## config.mk

```make
export PLATFORM = sky130hd
export DESIGN_NAME = clt_gauss_gen
export DESIGN_NICKNAME = d
export VERILOG_FILES = /design/src/rtl/clt_gauss_gen_pkg.sv /design/src/rtl/clt_gauss_gen.sv
export SDC_FILE = /design/constraint.sdc
export NUM_CORES = 1
export LEC_CHECK = 0
export ABC_AREA = 1
export BUFFER_PORTS_ARGS = -buffer_cell sky130_fd_sc_hd__clkbuf_2
export CELL_PAD_IN_SITES_DETAIL_PLACEMENT = 2
export CELL_PAD_IN_SITES_GLOBAL_PLACEMENT = 2
export CORE_MARGIN = 2
export CORE_UTILIZATION = 35
export DETAILED_ROUTE_END_ITERATION = 8
export PLACE_DENSITY_LB_ADDON = 0.2
export SLEW_MARGIN = 5
export SYNTH_ARGS = -nofsm -noshare
export SYNTH_HDL_FRONTEND = slang
export SYNTH_SLANG_ARGS = --single-unit
```

## constraint.sdc

```tcl
create_clock -name clk -period 3.6 [get_ports clk]
set_input_delay 0 -clock clk [delete_from_list [all_inputs] [get_ports clk]]
set_output_delay 0 -clock clk [all_outputs]
set_load 0.05 [all_outputs]
```

## src/rtl/clt_gauss_gen_pkg.sv

```systemverilog
// Shared definitions for the central-limit Gaussian generator.
package clt_gauss_gen_pkg;

    // Defaults matching the Tausworthe URNG feeding this block.
    localparam int URNG_W_DEF = 32;
    localparam int LOG2N_DEF  = 2;

    // Accumulation phase, derived from the sample counter rather than stored.
    typedef enum logic {
        PH_ACCUM = 1'b0,   // still collecting samples 1..N_SUM-1
        PH_LAST  = 1'b1    // next accepted sample completes the sum
    } phase_e;

    // Counter width; a single-sample configuration still needs one bit.
    function automatic int cnt_width(input int log2n);
        return (log2n < 1) ? 1 : log2n;
    endfunction

endpackage

```

## src/rtl/clt_gauss_gen.sv

```systemverilog
// Sums N_SUM uniform words and re-centres the total to a zero-mean signed
// sample, giving approximately Gaussian noise. Valid/ready on both sides.
module clt_gauss_gen
    import clt_gauss_gen_pkg::*;
#(
    parameter  int URNG_W = URNG_W_DEF,
    parameter  int LOG2N  = LOG2N_DEF,
    localparam int OUT_W  = URNG_W + LOG2N
) (
    input  logic              clk,
    input  logic              reset_n,
    input  logic              clear,
    input  logic [URNG_W-1:0] urng_in,
    input  logic              urng_valid,
    output logic              urng_ready,
    output logic [OUT_W-1:0]  gauss_out,
    output logic              gauss_valid,
    input  logic              gauss_ready,
    output logic [15:0]       gauss_count
);

    localparam int               N_SUM    = 1 << LOG2N;
    localparam int               CNT_W    = cnt_width(LOG2N);
    localparam logic [CNT_W-1:0] CNT_LAST = CNT_W'(N_SUM - 1);

    logic [OUT_W-1:0] acc_q, acc_d;
    logic [CNT_W-1:0] cnt_q, cnt_d;
    logic [OUT_W-1:0] out_q, out_d;
    logic             valid_q, valid_d;
    logic [15:0]      count_q, count_d;

    phase_e           phase;
    logic             accept;
    logic             complete;
    logic [OUT_W-1:0] sum;

    assign phase = (cnt_q == CNT_LAST) ? PH_LAST : PH_ACCUM;

    // Only the completing sample stalls, and only while the previous result
    // is still held; partial sums keep flowing under backpressure.
    assign urng_ready = !(phase == PH_LAST && valid_q && !gauss_ready);
    assign accept     = urng_valid && urng_ready;
    assign complete   = accept && !clear && (phase == PH_LAST);

    // OUT_W bits hold N_SUM maximal words, so the sum never overflows.
    assign sum = acc_q + OUT_W'(urng_in);

    // Accumulator and sample counter next state; clear discards everything,
    // including a sample accepted in the same cycle.
    always_comb begin
        // NOTE: defaults first so every path assigns each output -- no latches.
        acc_d = acc_q;
        cnt_d = cnt_q;
        if (clear || complete) begin
            acc_d = '0;
            cnt_d = '0;
        end else if (accept) begin
            acc_d = sum;
            cnt_d = cnt_q + CNT_W'(1);
        end
    end

    // Output register: load a completed sum (overriding a same-cycle take so
    // there is no bubble), otherwise drop valid once downstream takes it.
    always_comb begin
        out_d   = out_q;
        valid_d = valid_q;
        count_d = count_q;
        if (complete) begin
            // Flipping the MSB subtracts N_SUM*2^(URNG_W-1): offset-binary to
            // two's complement.
            out_d   = {~sum[OUT_W-1], sum[OUT_W-2:0]};
            valid_d = 1'b1;
            count_d = count_q + 16'd1;
        end else if (gauss_ready) begin
            valid_d = 1'b0;
        end
    end

    // State registers with asynchronous active-low reset.
    always_ff @(posedge clk or negedge reset_n) begin
        if (!reset_n) begin
            acc_q   <= '0;
            cnt_q   <= '0;
            out_q   <= '0;
            valid_q <= 1'b0;
            count_q <= '0;
        end else begin
            // NOTE: non-blocking so every register samples pre-edge values.
            acc_q   <= acc_d;
            cnt_q   <= cnt_d;
            out_q   <= out_d;
            valid_q <= valid_d;
            count_q <= count_d;
        end
    end

    assign gauss_out   = out_q;
    assign gauss_valid = valid_q;
    assign gauss_count = count_q;

endmodule

```

==> impl_metrics.py <==
metrics = {
    "flow_run": {
        "maxCapViolations": 0,
    },
    "worst_setup_path": {
        "reg2reg_depth": 12,
        "crit_fanout": 5,
        "path_cells": "ha_1 -> fa_1 -> nand3_1 -> nand2_1 -> nand3_1 -> nand2_1 -> nand2_1 -> nand2_1 -> nand2_1 -> nand3_1 -> nand3_1 -> nand2_1",
        "cp_data_arrival_time_ns": 2.77,
        "crit_path_top_delay_cell": "fa_1",
        "path_common_cell": "nand2_1",
        "path_class": "register to register",
        "timing.critical_path.from_type": "register",
        "cp.required_ns": 3.84,
        "max_stage_delay_ns": 0.45,
        "critPathCaptureType": "register",
    },
    "clock_tree": {
        "h-tree-depth": 3,
        "cts_tree": "built",
        "worstSkewPairLatency_ns": 0.36,
        "cts_buffer_depth": 2,
        "clk_pin_slew_ns": 0.07,
        "clock-root-buffer": "clkbuf_16",
        "cts_buffers": 9,
        "numClockSinks": 87,
    },
    "synthesis": {
        "syn_nets": 868,
        "synth_seq_cells": 87,
        "yosysWarnings": 0,
        "synth.lib_cells_used.distinct": 35,
        "ys_seq_area_frac": 0.384,
        "async_reset_ff_frac": 1.00,
        "synthCells": 796,
        "synth_edf_count": 0,
        "synthFlopType": "dfrtp_1",
        "syn_area_per_cell_um2": 7.12,
        "syn_area_um2": 5670,
    },
    "die": {
        "rows": 46,
        "initial_core_util": 0.358,
        "dieArea_um2": 17200,
        "coreArea_um2": 15800,
        "die_x_um": 131,
        "io_pins": 89,
        "die_h_um": 131,
    },
    "place": {
        "place_congestion": 0.878,
        "portBuffers": 88,
        "dpl.hpwl_um": 15300,
    },
    "route": {
        "first_pass_iters": 4,
        "vias_per_cell": 5.03,
        "wl_met3_um": 478,
        "wl_per_cell_um": 18.2,
        "wl_met2_um": 10300,
        "topRoutingLayerUsed": "met4",
        "wl_met1_um": 8980,
        "route.detailed.drc": 0,
        "drt-initial-drc-count": 204,
        "totalWireLength_um": 20100,
        "drtAntennaViolNets": 0,
        "vias": 5577,
    },
    "cells_and_area": {
        "layout-drive-gt1-share": 0.142,
        "final_common_cell": "nand2_1",
        "layout.nets": 959,
        "final_cell_mix": "313 x nand2_1, 87 x inv_1, 87 x dfrtp_1, 87 x clkbuf_2, 62 x nand3_1",
        "fin_util": 0.421,
        "syn_to_final_growth_pct": 17.6,
        "diodes": 0,
        "fill_cells": 1922,
    },
    "sta": {
        "relSlewSlack": 0.437,
        "fin_setup_tns_ns": 0,
        "finalMaxSlewViolations": 0,
        "period_share": 0.703,
        "finalCriticalPeriod_ns": 2.53,
        "clock.fmax_ghz": 0.395,
        "worst_pin_slew_ns": 0.845,
        "rsz0062_at_grt": "no",
        "hold_viol_final": 0,
        "setup_viol": 0,
        "fin_worst_skew_ns": 0.0109,
    },
    "power_and_ir_drop": {
        "finalPower_uw": 3590,
        "power.density_nw_per_um2": 540,
        "leakagePower_uw": 0.00386,
        "peakVddDrop_v": 0.000254,
    },
    "global_route": {
        "grt_pass1_wl_um": 33900,
        "grt_max_degree": 64,
        "grt_pass1_vias": 6414,
        "grt-ovfl-total": 0,
        "track_usage": 0.244,
        "antenna_found_initial": 0,
    },
    "worst_hold_path": {
        "holdPathStages": 4,
        "min_path_type": "input pin to register",
    },
    "outcome": {
        "outcome": "finished, final reports clean",
    },
}
==> report_power, final <==
group / switching, uW / internal (uW) / leakage (uW)
Sequential: 96.0 / 1120 / 0.00117
Combinational: 995 / 357 / 0.00254
Clock: 455 / 568 / 0.000154
Total: 1550 / 2050 / 0.00386
==> synthesized netlist by cell type, drive strengths merged (3+ instances only) <==
library cell  instances  area, um^2
a21oi                36         184
buf                  13        73.8
dfrtp                87        2180
ha                   34         425
inv                  89         334
nand2               316        1200
nand3                65         340
nand3b                6        57.6
nand4                 4        25.0
nor2                 57         248
nor3                 13        85.1
o21ai                38         190
o21bai                3        22.5
or2                   3        18.8
xnor2                11        96.3
xor2                 16         140
==> layer usage <==
layer / global-route usage / up-vias
met4: 0.0719 / 0
met1: 0.301 / 2776
met3: 0.0282 / 22
li1: - / 2701
met5: 0 / -
met2: 0.448 / 78
==> cell type report <==
type                            count  area (um^2)  share of cell area
Tap cell                          216          270              0.0406
Multi-Input combinational cell    607         3080               0.463
Timing Repair Buffer               93          485              0.0729
Clock buffer                       10          239              0.0359
Clock inverter                      6         73.8              0.0111
Sequential cell                    87         2180               0.327
Inverter                           89          334              0.0502
==> flip-flops by register name, indices dropped and copies added (netlist names) <==
name,cells
gauss_out,34
gauss_valid,1
gauss_count,16
cnt_q,2
acc_q,34
==> logic make-up after synthesis <==
group | share of synthesized area
fa+ha+maj | 0.0786
flops | 0.384
xor+xnor | 0.0417
simple gates | 0.349
compound gates | 0.0742
buf+inv | 0.0720
==> critical path: cells and delay by family (launching register included) <==
kind                       cells  cell delay [ns]
DFF                            1             0.39
adders and majority gates      2             0.72
and+or+nand+nor               10             1.29
==> per-stage QoR <==
step                cell area [um^2]  hold WS, ns  setup slack (ns)  instances
finish                          6660        0.104              1.07       1108
global route                    6660        0.133             0.897       1108
CTS                             6660       0.0831              1.08       1108
detailed placement              6330        0.162              1.20       1090
global placement                6330        0.142              1.37       1090
floorplan                       5670       -0.296              1.68        796
==> final timing paths <==
kind	end	startpoint	slack [ns]
min in group asynchronous	acc_q[4]	reset_n	0.29
setup reg to reg	gauss_out[30]	acc_q[0]	1.07
max in group asynchronous	acc_q[24]	reset_n	2.44
setup / recovery	gauss_out[30]	acc_q[0]	1.07
hold / removal	acc_q[0]	urng_in[0]	0.10
hold reg to reg	gauss_count[15]	gauss_count[15]	0.46
==> what timing repair did <==
item	4_1_cts	5_1_grt
hold buffers	2	0
resized for setup	0	0
setup buffers	0	0
hold endpoints to repair	63	0
(Power assumes the default switching activity.)
